File: src/rtl/spi_pkg.sv
// Shared SPI widths and types used by the controller and its requester-side arbiter.
// Defaults here keep every SPI block agreeing on word and peripheral-address widths.
package spi_pkg;

    localparam int DEF_SPI_DATA_WIDTH = 8;
    localparam int DEF_P_ADDR_WIDTH   = 2;

    typedef enum logic [1:0] {
        ARB_IDLE,
        ARB_ISSUE,
        ARB_WAIT,
        ARB_DONE
    } spi_arb_state_t;

    // Cyclic successor of a requester index.
    function automatic int rr_next(input int idx, input int n);
        return (idx + 1 == n) ? 0 : idx + 1;
    endfunction

endpackage

File: src/rtl/spi_txn_arbiter_if.sv
// Requester-side and controller-side signals of the SPI transaction arbiter.
// master = arbiter side, slave = requesters plus spi_controller.
interface spi_txn_arbiter_if
    import spi_pkg::*;
#(
    parameter int NUM_REQ = 4,
    parameter int DW      = DEF_SPI_DATA_WIDTH,
    parameter int AW      = DEF_P_ADDR_WIDTH
);
    localparam int IDW = $clog2(NUM_REQ);

    logic [NUM_REQ-1:0]    req;
    logic [NUM_REQ*DW-1:0] req_data;
    logic [NUM_REQ*AW-1:0] req_addr;
    logic [NUM_REQ-1:0]    req_ack;
    logic [NUM_REQ-1:0]    req_done;
    logic [NUM_REQ-1:0]    req_err;
    logic                  start_txn;
    logic [DW-1:0]         tx_data;
    logic [AW-1:0]         p_addr;
    logic                  end_txn;
    logic                  busy;
    logic [IDW-1:0]        grant_id;

    modport master (
        input  req, req_data, req_addr, end_txn,
        output req_ack, req_done, req_err, start_txn, tx_data, p_addr, busy, grant_id
    );

    modport slave (
        output req, req_data, req_addr, end_txn,
        input  req_ack, req_done, req_err, start_txn, tx_data, p_addr, busy, grant_id
    );

endinterface

File: src/rtl/rr_arbiter.sv
// Combinational round-robin pick: first asserted request at or after ptr, searching cyclically.
// Zero latency; no state, so the caller owns pointer advance and any backpressure.
module rr_arbiter #(
    parameter int N   = 4,
    parameter int IDW = $clog2(N)
) (
    input  logic [N-1:0]   req,
    input  logic [IDW-1:0] ptr,
    output logic [N-1:0]   gnt,
    output logic [IDW-1:0] gnt_idx,
    output logic           gnt_vld
);

    logic [IDW-1:0] idx;

    always_comb begin
        gnt     = '0;
        gnt_idx = '0;
        gnt_vld = 1'b0;
        idx     = '0;
        for (int off = 0; off < N; off++) begin
            idx = IDW'((int'(ptr) + off) % N);
            if (!gnt_vld && req[idx]) begin
                gnt_vld = 1'b1;
                gnt_idx = idx;
            end
        end
        if (gnt_vld) begin
            gnt[gnt_idx] = 1'b1;
        end
    end

endmodule

File: src/rtl/spi_txn_arbiter.sv
// Shares one spi_controller among NUM_REQ requesters: round-robin grant, one start_txn, watchdog on end_txn.
// req->ack 1 enabled edge, ack->start 1, end_txn->done 1; requests simply wait on their req level while busy.
module spi_txn_arbiter
    import spi_pkg::*;
#(
    parameter int NUM_REQ        = 4,
    parameter int SPI_DATA_WIDTH = DEF_SPI_DATA_WIDTH,
    parameter int P_ADDR_WIDTH   = DEF_P_ADDR_WIDTH,
    parameter int TIMEOUT_CYCLES = 4096
) (
    input  logic              sys_clk,
    input  logic              async_rst_n,
    input  logic              sys_clk_en,
    spi_txn_arbiter_if.master bus
);

    localparam int IDW = $clog2(NUM_REQ);
    localparam int CW  = $clog2(TIMEOUT_CYCLES);
    localparam logic [CW-1:0] CNT_TERM = CW'(TIMEOUT_CYCLES - 1);

    spi_arb_state_t            state_q, state_d;
    logic [IDW-1:0]            rr_ptr_q, grant_id_q, win_idx;
    logic [NUM_REQ-1:0]        win_gnt, grant_oh, ack_q, done_q, err_q;
    logic                      win_vld;
    logic [SPI_DATA_WIDTH-1:0] tx_data_q;
    logic [P_ADDR_WIDTH-1:0]   p_addr_q;
    logic                      start_q;
    logic [CW-1:0]             cnt_q;
    logic                      do_grant, do_issue, do_done, do_err;

    rr_arbiter #(.N(NUM_REQ), .IDW(IDW)) u_rr (
        .req     (bus.req),
        .ptr     (rr_ptr_q),
        .gnt     (win_gnt),
        .gnt_idx (win_idx),
        .gnt_vld (win_vld)
    );

    always_comb begin
        state_d  = state_q;
        do_grant = 1'b0;
        do_issue = 1'b0;
        do_done  = 1'b0;
        do_err   = 1'b0;
        case (state_q)
            ARB_IDLE: begin
                if (win_vld) begin
                    state_d  = ARB_ISSUE;
                    do_grant = 1'b1;
                end
            end
            ARB_ISSUE: begin
                state_d  = ARB_WAIT;
                do_issue = 1'b1;
            end
            ARB_WAIT: begin
                // Completion beats the watchdog when both land on the terminal edge.
                if (bus.end_txn) begin
                    state_d = ARB_DONE;
                    do_done = 1'b1;
                end else if (cnt_q == CNT_TERM) begin
                    state_d = ARB_IDLE;
                    do_err  = 1'b1;
                end
            end
            ARB_DONE: state_d = ARB_IDLE;
            default:  state_d = ARB_IDLE;
        endcase
    end

    always_ff @(posedge sys_clk or negedge async_rst_n) begin
        if (!async_rst_n) begin
            state_q <= ARB_IDLE;
        end else if (sys_clk_en) begin
            state_q <= state_d;
        end
    end

    assign grant_oh = NUM_REQ'(1) << grant_id_q;

    // Pulses clear on every edge but are only set on enabled ones, so they stay one sys_clk wide.
    always_ff @(posedge sys_clk or negedge async_rst_n) begin
        if (!async_rst_n) begin
            rr_ptr_q   <= '0;
            grant_id_q <= '0;
            tx_data_q  <= '0;
            p_addr_q   <= '0;
            start_q    <= 1'b0;
            cnt_q      <= '0;
            ack_q      <= '0;
            done_q     <= '0;
            err_q      <= '0;
        end else begin
            ack_q  <= '0;
            done_q <= '0;
            err_q  <= '0;
            if (sys_clk_en) begin
                start_q <= do_issue;
                if (do_grant) begin
                    tx_data_q  <= bus.req_data[win_idx*SPI_DATA_WIDTH +: SPI_DATA_WIDTH];
                    p_addr_q   <= bus.req_addr[win_idx*P_ADDR_WIDTH +: P_ADDR_WIDTH];
                    grant_id_q <= win_idx;
                    ack_q      <= win_gnt;
                    rr_ptr_q   <= IDW'(rr_next(int'(win_idx), NUM_REQ));
                end
                if (do_issue) begin
                    cnt_q <= '0;
                end else if (state_q == ARB_WAIT && state_d == ARB_WAIT) begin
                    cnt_q <= cnt_q + 1'b1;
                end
                if (do_done) done_q <= grant_oh;
                if (do_err)  err_q  <= grant_oh;
            end
        end
    end

    assign bus.req_ack   = ack_q;
    assign bus.req_done  = done_q;
    assign bus.req_err   = err_q;
    assign bus.start_txn = start_q;
    assign bus.tx_data   = tx_data_q;
    assign bus.p_addr    = p_addr_q;
    assign bus.grant_id  = grant_id_q;
    assign bus.busy      = (state_q != ARB_IDLE);

endmodule

File: src/flat_wrapper.sv
// flat-port wrapper written by rule: the top's interface ports become plain ports
module spi_txn_arbiter_flat import spi_pkg::*;
#(
    parameter int NUM_REQ        = 4,
    parameter int SPI_DATA_WIDTH = DEF_SPI_DATA_WIDTH,
    parameter int P_ADDR_WIDTH   = DEF_P_ADDR_WIDTH,
    parameter int TIMEOUT_CYCLES = 4096
)
  (sys_clk, async_rst_n, sys_clk_en, bus_req, bus_req_data, bus_req_addr, bus_end_txn, bus_req_ack, bus_req_done, bus_req_err, bus_start_txn, bus_tx_data, bus_p_addr, bus_busy, bus_grant_id);
  spi_txn_arbiter_if #(.NUM_REQ(NUM_REQ), .DW((8)), .AW((2))) bus_i ();
  input  logic sys_clk;
  input  logic async_rst_n;
  input  logic sys_clk_en;
  input wire logic [$bits(bus_i.req)-1:0] bus_req;
  input wire logic [$bits(bus_i.req_data)-1:0] bus_req_data;
  input wire logic [$bits(bus_i.req_addr)-1:0] bus_req_addr;
  input wire logic [$bits(bus_i.end_txn)-1:0] bus_end_txn;
  output wire logic [$bits(bus_i.req_ack)-1:0] bus_req_ack;
  output wire logic [$bits(bus_i.req_done)-1:0] bus_req_done;
  output wire logic [$bits(bus_i.req_err)-1:0] bus_req_err;
  output wire logic [$bits(bus_i.start_txn)-1:0] bus_start_txn;
  output wire logic [$bits(bus_i.tx_data)-1:0] bus_tx_data;
  output wire logic [$bits(bus_i.p_addr)-1:0] bus_p_addr;
  output wire logic [$bits(bus_i.busy)-1:0] bus_busy;
  output wire logic [$bits(bus_i.grant_id)-1:0] bus_grant_id;
  assign bus_i.req = bus_req;
  assign bus_i.req_data = bus_req_data;
  assign bus_i.req_addr = bus_req_addr;
  assign bus_i.end_txn = bus_end_txn;
  assign bus_req_ack = bus_i.req_ack;
  assign bus_req_done = bus_i.req_done;
  assign bus_req_err = bus_i.req_err;
  assign bus_start_txn = bus_i.start_txn;
  assign bus_tx_data = bus_i.tx_data;
  assign bus_p_addr = bus_i.p_addr;
  assign bus_busy = bus_i.busy;
  assign bus_grant_id = bus_i.grant_id;
  spi_txn_arbiter #(.NUM_REQ(NUM_REQ), .SPI_DATA_WIDTH(SPI_DATA_WIDTH), .P_ADDR_WIDTH(P_ADDR_WIDTH), .TIMEOUT_CYCLES(TIMEOUT_CYCLES)) u_core (.sys_clk(sys_clk), .async_rst_n(async_rst_n), .sys_clk_en(sys_clk_en), .bus(bus_i));
endmodule
File: config.mk
export PLATFORM = sky130hd
export DESIGN_NAME = spi_txn_arbiter_flat
export DESIGN_NICKNAME = d
export VERILOG_FILES = /design/src/rtl/spi_pkg.sv /design/src/rtl/spi_txn_arbiter_if.sv /design/src/rtl/rr_arbiter.sv /design/src/rtl/spi_txn_arbiter.sv /design/src/flat_wrapper.sv
export SDC_FILE = /design/constraint.sdc
export NUM_CORES = 1
export LEC_CHECK = 0
export BUFFER_PORTS_ARGS = -buffer_cell sky130_fd_sc_hd__buf_2
export CAP_MARGIN = 15
export CORE_MARGIN = 5
export CORE_UTILIZATION = 50
export CTS_BUF_LIST = sky130_fd_sc_hd__clkbuf_8
export CTS_CLUSTER_DIAMETER = 30
export DETAILED_ROUTE_END_ITERATION = 10
export PLACE_DENSITY = 0.8
export SLEW_MARGIN = 20
export SYNTH_ARGS = -nofsm -noshare
export SYNTH_HDL_FRONTEND = slang
export SYNTH_SLANG_ARGS = --single-unit
File: constraint.sdc
create_clock -name sys_clk -period 5.3 [get_ports sys_clk]
set_input_delay 1.06 -clock sys_clk [delete_from_list [all_inputs] [get_ports sys_clk]]
set_output_delay 1.06 -clock sys_clk [all_outputs]
set_load 0.01 [all_outputs]
==> impl_metrics.yaml, run 1 <==
timing:
  post-route-min-period_ps: 2500
  tightestPinTransition_ps: 896
  worst_slack_ps: 2800
  hold_viol: 0
  max_freq_mhz: 399
  drv_slew: 0
  tns_ps: 0
  max-slew-margin-rel_pct: 40.3
  hold_ws_ps: 491
  skew_ps: 12.7
  setup_viol: 0
  rsz0062_at_grt: "no"
  fin_crit_sh_pct: 47.3
floorplan:
  io_pins: 74
  die-height_microns: 77.1
  rows: 24
  start_util_pct: 51.7
  dieArea_sq_mm: 0.00595
  fp.dieW_microns: 77.1
  core_area_sq_mm: 0.00435
setup_path:
  cp_num_buf_inv: 1
  slowest_delay_ps: 540
  crit_fanout: 13
  required_ps: 5500
  end_kind: "flip-flop"
  cp_top_family: "simple AND/OR/NAND/NOR gates"
  crit_type: "input port to flip-flop"
  crit_chain: "buf_2 -> nand2_1 -> nor3_1 -> nand2_1 -> o221ai_2"
  critPathLaunchType: "input port"
  crit_slowest_cell: "nand2_1"
  cp.arrival_ps: 2700
  reg2reg_slack_ps: 3190
  cpMostUsedCell: "nand2_1"
logic_synthesis:
  syn_avg_cell_area_sq_um: 10.7
  syn_inst: 210
  synthesis.area_sq_mm: 0.00225
  ys_warn_count: 0
  synth-seq-cells: 41
  synth_cell_type_count: 45
  syn_nets: 264
  yosysSeqAreaShare_pct: 45.6
power:
  vdd_drop_max_mv: 0.229
  p_per_area_mw_per_mm2: 413
  p_leak_nw: 1.36
cells_and_area:
  layout_commonest_cell: "buf_2"
  diodes: 0
  fin_nets: 336
  stdcell_count: 335
  mostFrequentLayoutCells: "buf_2 (73), dfrtp_1 (41), nand2_1 (22), mux2i_1 (22), nor2_1 (14)"
  fin_util_pct: 62.7
  area_growth_pct: 21.2
  drive_gt1_share_pct: 34.3
  fillers: 358
drt:
  viasPerCell: 5.53
  wl_microns: 4990
  drtAntennaViolNets: 0
  drc: 0
  drtIter0Drc: 91
  wire_per_inst_microns: 14.9
  dr.pass1.iters: 4
  vias: 1851
global_routing:
  grt_pass1_vias: 1807
  grt_max_degree: 42
  grt_overflow: 0
  grt_use_total_pct: 17.0
  grt_pass1_wl_microns: 8290
  antenna_found_initial: 0
clocking:
  cts.sinks: 41
  htree_levels: 2
  clk_path_buf_depth: 2
  root_buffer: "clkbuf_8"
  clk_pin_slew_ps: 80
  cts_tree: "built"
  post_cts_resized: 0
  cts_setup_buffers: 0
  cts-buffers-inserted: 5
  ctsHoldBuffers: 0
  clock_latency_ps: 300
placement:
  hpwl_microns: 3800
  dp_slack_ps: 2480
  dp.cells: 327
  gp_congestion: 0.817
  portBuffers: 73
run_status:
  status: "completed"
run:
  drv_cap: 0
hold_path:
  worstHoldPathType: "flip-flop to flip-flop"
-- worst register-to-register path, stage by stage, from the launching register on --
cell,delay [ps]
dfrtp_1,450
inv_1,130
nand2_1,70
nor3_1,530
nand2_1,540
o221ai_2,290
-- power breakdown --
group	internal, W	total [W]	switching (W)
logic	0.000189	0.000429	0.000240
clock network	0.000141	0.000254	0.000113
registers	0.000384	0.000444	0.0000607
total	0.000714	0.00113	0.000414
-- per-stage QoR --
stage	cell area, sq um	power, W
floorplan	2250	0.000774
global placement	2610	0.000867
detailed placement	2610	0.000884
CTS	2730	0.00114
global route	2730	0.00121
finish	2730	0.00113
-- flip-flops by register name, summed over array words and instances (netlist names) --
register              cells
u_core.bus.start_txn      1
u_core.bus.req_ack        4
u_core.bus.req_err        4
u_core.bus.grant_id       2
u_core.state_q            2
u_core.bus.p_addr         2
u_core.bus.req_done       4
u_core.cnt_q             12
u_core.rr_ptr_q           2
u_core.bus.tx_data        8
-- worst paths after layout --
| check | startpoint | to | depth (start not counted) |
|---|---|---|---|
| worst min register to register | u_core.bus.tx_data[0]$_DFFE_PN0P_ | u_core.bus.tx_data[0]$_DFFE_PN0P_ | 2 |
| min in group asynchronous | async_rst_n | u_core.cnt_q[6]$_DFFE_PN0P_ | 1 |
| worst max register to register | u_core.state_q[1]$_DFFE_PN0P_ | u_core.bus.tx_data[7]$_DFFE_PN0P_ | 5 |
| worst max-delay path | sys_clk_en | u_core.bus.tx_data[7]$_DFFE_PN0P_ | 5 |
| max in group asynchronous | async_rst_n | u_core.bus.grant_id[1]$_DFFE_PN0P_ | 1 |
| worst min-delay path | u_core.bus.tx_data[0]$_DFFE_PN0P_ | u_core.bus.tx_data[0]$_DFFE_PN0P_ | 2 |
-- final cells by class --
class                      instances  area, sq um  share of cell area [%]
multi-input combinational        155         1130                    41.6
sequential                        41         1030                    37.6
timing repair buffer              73          365                    13.4
clock buffer                       5         68.8                    2.52
tap                               52         65.1                    2.38
clock inverter                     3         46.3                    1.70
inverter                           6         22.5                   0.825
-- cell usage after synthesis (all sizes together) --
cell | n | area [sq um]
dfrtp | 41 | 1030
nand2 | 24 | 100
mux2i | 22 | 220
nor2 | 14 | 52.6
o21ai | 10 | 50.1
o221ai | 10 | 150
nand3 | 7 | 35.0
and2 | 6 | 37.5
ha | 6 | 75.1
inv | 6 | 22.5
buf | 5 | 57.6
nand4 | 5 | 31.3
nor3 | 5 | 25.0
clkbuf | 3 | 11.3
nor2b | 3 | 18.8
nor3b | 3 | 22.5
nor4 | 3 | 18.8
o21a | 3 | 22.5
a21o | 2 | 15.0
a21oi | 2 | 10.0
a22o | 2 | 17.5
a31oi | 2 | 12.5
and3 | 2 | 12.5
and4 | 2 | 17.5
nand4b | 2 | 17.5
o2111a | 2 | 22.5
or3 | 2 | 12.5
xnor2 | 2 | 17.5
xor2 | 2 | 17.5
a211oi | 1 | 7.51
and4bb | 1 | 12.5
nand2b | 1 | 6.26
nand3b | 1 | 7.51
o211a | 1 | 10.0
o21bai | 1 | 7.51
o31a | 1 | 10.0
o31ai | 1 | 7.51
or2 | 1 | 6.26
or2b | 1 | 7.51
or3b | 1 | 8.76
or4 | 1 | 11.3
-- kinds of logic (layout without fill, tap and decap cells) --
kind of cell             Yosys count  after routing  synth area share, %
AND/OR/NAND/NOR                   85             85                 20.5
flip-flops                        41             41                 45.6
AO/OA/AOI/OAI                     38             38                 15.2
multiplexers                      22             22                 9.78
buffers and inverters             14             87                 4.06
adder cells (fa/ha/maj)            6              6                 3.33
XOR/XNOR                           4              4                 1.56
-- per-layer routing --
metal  part of all wire [%]  GRT usage, %  wire, microns
met5                      0             0              0
met4                    2.5          7.56            125
met3                    5.3          3.86            266
met2                     50          28.8           2520
met1                     42          20.6           2080
Note: power is estimated with default switching activity, not from simulation.
==> run 2, diff against run 1 <==
--- a/config.mk
+++ b/config.mk
@@ -8,11 +8,11 @@
 export BUFFER_PORTS_ARGS = -buffer_cell sky130_fd_sc_hd__buf_2
 export CAP_MARGIN = 15
 export CORE_MARGIN = 5
-export CORE_UTILIZATION = 50
+export CORE_UTILIZATION = 47
 export CTS_BUF_LIST = sky130_fd_sc_hd__clkbuf_8
 export CTS_CLUSTER_DIAMETER = 30
 export DETAILED_ROUTE_END_ITERATION = 10
-export PLACE_DENSITY = 0.8
+export PLACE_DENSITY = 0.79
 export SLEW_MARGIN = 20
 export SYNTH_ARGS = -nofsm -noshare
 export SYNTH_HDL_FRONTEND = slang
==> constraint.sdc (replaced) <==
create_clock -name sys_clk -period 2 [get_ports sys_clk]
set_input_delay 0.4 -clock sys_clk [delete_from_list [all_inputs] [get_ports sys_clk]]
set_output_delay 0.4 -clock sys_clk [all_outputs]
set_load 0.01 [all_outputs]
==> impl_metrics.yaml, run 2 (synthesis results as in run 1) <==
power:
  p_leak_nw: 1.46
  vdd_drop_max_mv: 0.670
  p_per_area_mw_per_mm2: 1120
cells_and_area:
  multi_input_area_sq_mm: 0.00113
  fin_util_pct: 61.9
  mostFrequentLayoutCells: "buf_2 (73), dfrtp_1 (41), nand2_1 (22), mux2i_1 (22), nor2_1 (14)"
  layout_commonest_cell: "buf_2"
  fillers: 381
  fin_nets: 351
  top_register: "u_core.cnt_q"
  register_area_sq_mm: 0.00103
  largest_reg_flops: 12
  drive_gt1_share_pct: 37.6
  finish.instance_area_sq_mm: 0.00290
  diodes: 0
  area_growth_pct: 28.9
drt:
  viasPerCell: 5.39
  top_layer_used: "met4"
  wl_met3_microns: 236
  wl_met2_microns: 2620
  wire_per_inst_microns: 14.0
  dr.pass1.iters: 4
  drtAntennaViolNets: 0
  wl_met1_microns: 1990
  vias: 1899
  drc: 0
  wl_microns: 4940
  drtIter0Drc: 100
global_routing:
  grt_pass1_vias: 1867
  grt_overflow: 0
  grt_max_degree: 42
  antenna_found_initial: 0
  grt_use_total_pct: 16.4
  grt_pass1_wl_microns: 8270
clocking:
  root_buffer: "clkbuf_8"
  clk_path_buf_depth: 2
  cts_tree: "built"
  cts.sinks: 41
  ctsHoldBuffers: 0
  clk_pin_slew_ps: 80
  htree_levels: 2
  cts-buffers-inserted: 5
  clock_latency_ps: 290
setup_path:
  cp.arrival_ps: 2010
  end_kind: "flip-flop"
  crit_slowest_cell: "dfrtp_1"
  crit_chain: "ha_1 -> nand4_1 -> buf_4 -> o31a_2 -> and4_1 -> xnor2_1 -> nor2_1"
  cp_top_family: "simple AND/OR/NAND/NOR gates"
  critPathLaunchType: "flip-flop"
  cp_num_buf_inv: 1
  slowest_delay_ps: 400
  crit_fanout: 8
  required_ps: 2190
  crit_type: "flip-flop to flip-flop"
run_status:
  status: "completed"
timing:
  max_freq_mhz: 550
  max-slew-margin-rel_pct: 66.9
  skew_ps: 10.2
  fin_crit_sh_pct: 90.8
  hold_viol: 0
  post-route-min-period_ps: 1820
  rsz0062_at_grt: "no"
  drv_slew: 0
  tightestPinTransition_ps: 496
  tns_ps: 0
  setup_viol: 0
placement:
  place_area_sq_mm: 0.00276
  portBuffers: 73
  hpwl_microns: 3820
  gp_congestion: 0.829
run:
  drv_cap: 0
floorplan:
  core_area_sq_mm: 0.00469
  rows: 25
  dieArea_sq_mm: 0.00628
  io_pins: 74
  die-height_microns: 79.2
  fp.dieW_microns: 79.2
  start_util_pct: 48.0
hold_path:
  worstHoldPathType: "input port to async pin"
-- run 2: cell count changes in the layout (fill, tap and decap cells not counted) --
cell,delta
buf_12,+3
buf_4,+12
bufinv_16,+1
clkinv_4,-1
clkinvlp_4,-1
inv_6,+1
o21ai_0,-1
o21ai_1,+1
-- run 2: final timing paths --
check / startpoint / end / slack [ps] / depth (start not counted)
worst max-delay path: u_core.cnt_q[0]$_DFFE_PN0P_ / u_core.cnt_q[4]$_DFFE_PN0P_ / 180 / 7
worst min-delay path: async_rst_n / u_core.cnt_q[1]$_DFFE_PN0P_ / 140 / 2
worst max register to register: u_core.cnt_q[0]$_DFFE_PN0P_ / u_core.cnt_q[4]$_DFFE_PN0P_ / 180 / 7
worst min register to register: u_core.bus.tx_data[6]$_DFFE_PN0P_ / u_core.bus.tx_data[6]$_DFFE_PN0P_ / 490 / 2
max in group asynchronous: async_rst_n / u_core.bus.req_ack[1]$_DFF_PN0_ / 1490 / 2
min in group sys_clk: bus_end_txn / u_core.bus.req_err[1]$_DFF_PN0_ / 380 / 2
-- run 2: worst register-to-register path: stages, from the launching register on --
cell and delay, ps:
dfrtp_1 400, ha_1 220, nand4_1 130, buf_4 180, o31a_2 380, and4_1 230
xnor2_1 130, nor2_1 50
-- run 2: power by group --
group          total [W]  internal [W]  switching [W]
logic            0.00129      0.000633       0.000655
clock network   0.000790      0.000502       0.000288
registers        0.00118       0.00102       0.000164
total            0.00326       0.00215        0.00111
-- run 2: layout make-up --
type | instances | area share, %
multi-input cells | 155 | 39.1
flip-flops and latches | 41 | 35.3
inverters | 6 | 0.776
well taps | 54 | 2.33
repair buffers | 88 | 17.8
clock inverters | 3 | 2.37
clock buffers | 5 | 2.37
-- run 2: metal layers --
metal	global-route usage (%)	vias to the layer above
met5	0	-
met4	6.53	0
met3	3.85	8
met2	29.3	56
met1	18.7	887
li1	-	948
-- run 2: stage by stage --
stage | worst slack, ps | cells | total power [W] | hold WS [ps]
CTS | 162 | 351 | 0.00328 | 166
global placement | 42.4 | 343 | 0.00244 | 467
global route | 24.6 | 352 | 0.00349 | 188
finish | 183 | 352 | 0.00326 | 143
detailed placement | 19.7 | 343 | 0.00248 | 470
floorplan | 228 | 210 | 0.00205 | 104
-- run 2: what timing repair did --
action,CTS,global route
setup endpoints to repair,0,2
resized for setup,0,1
buffers inserted,0,1
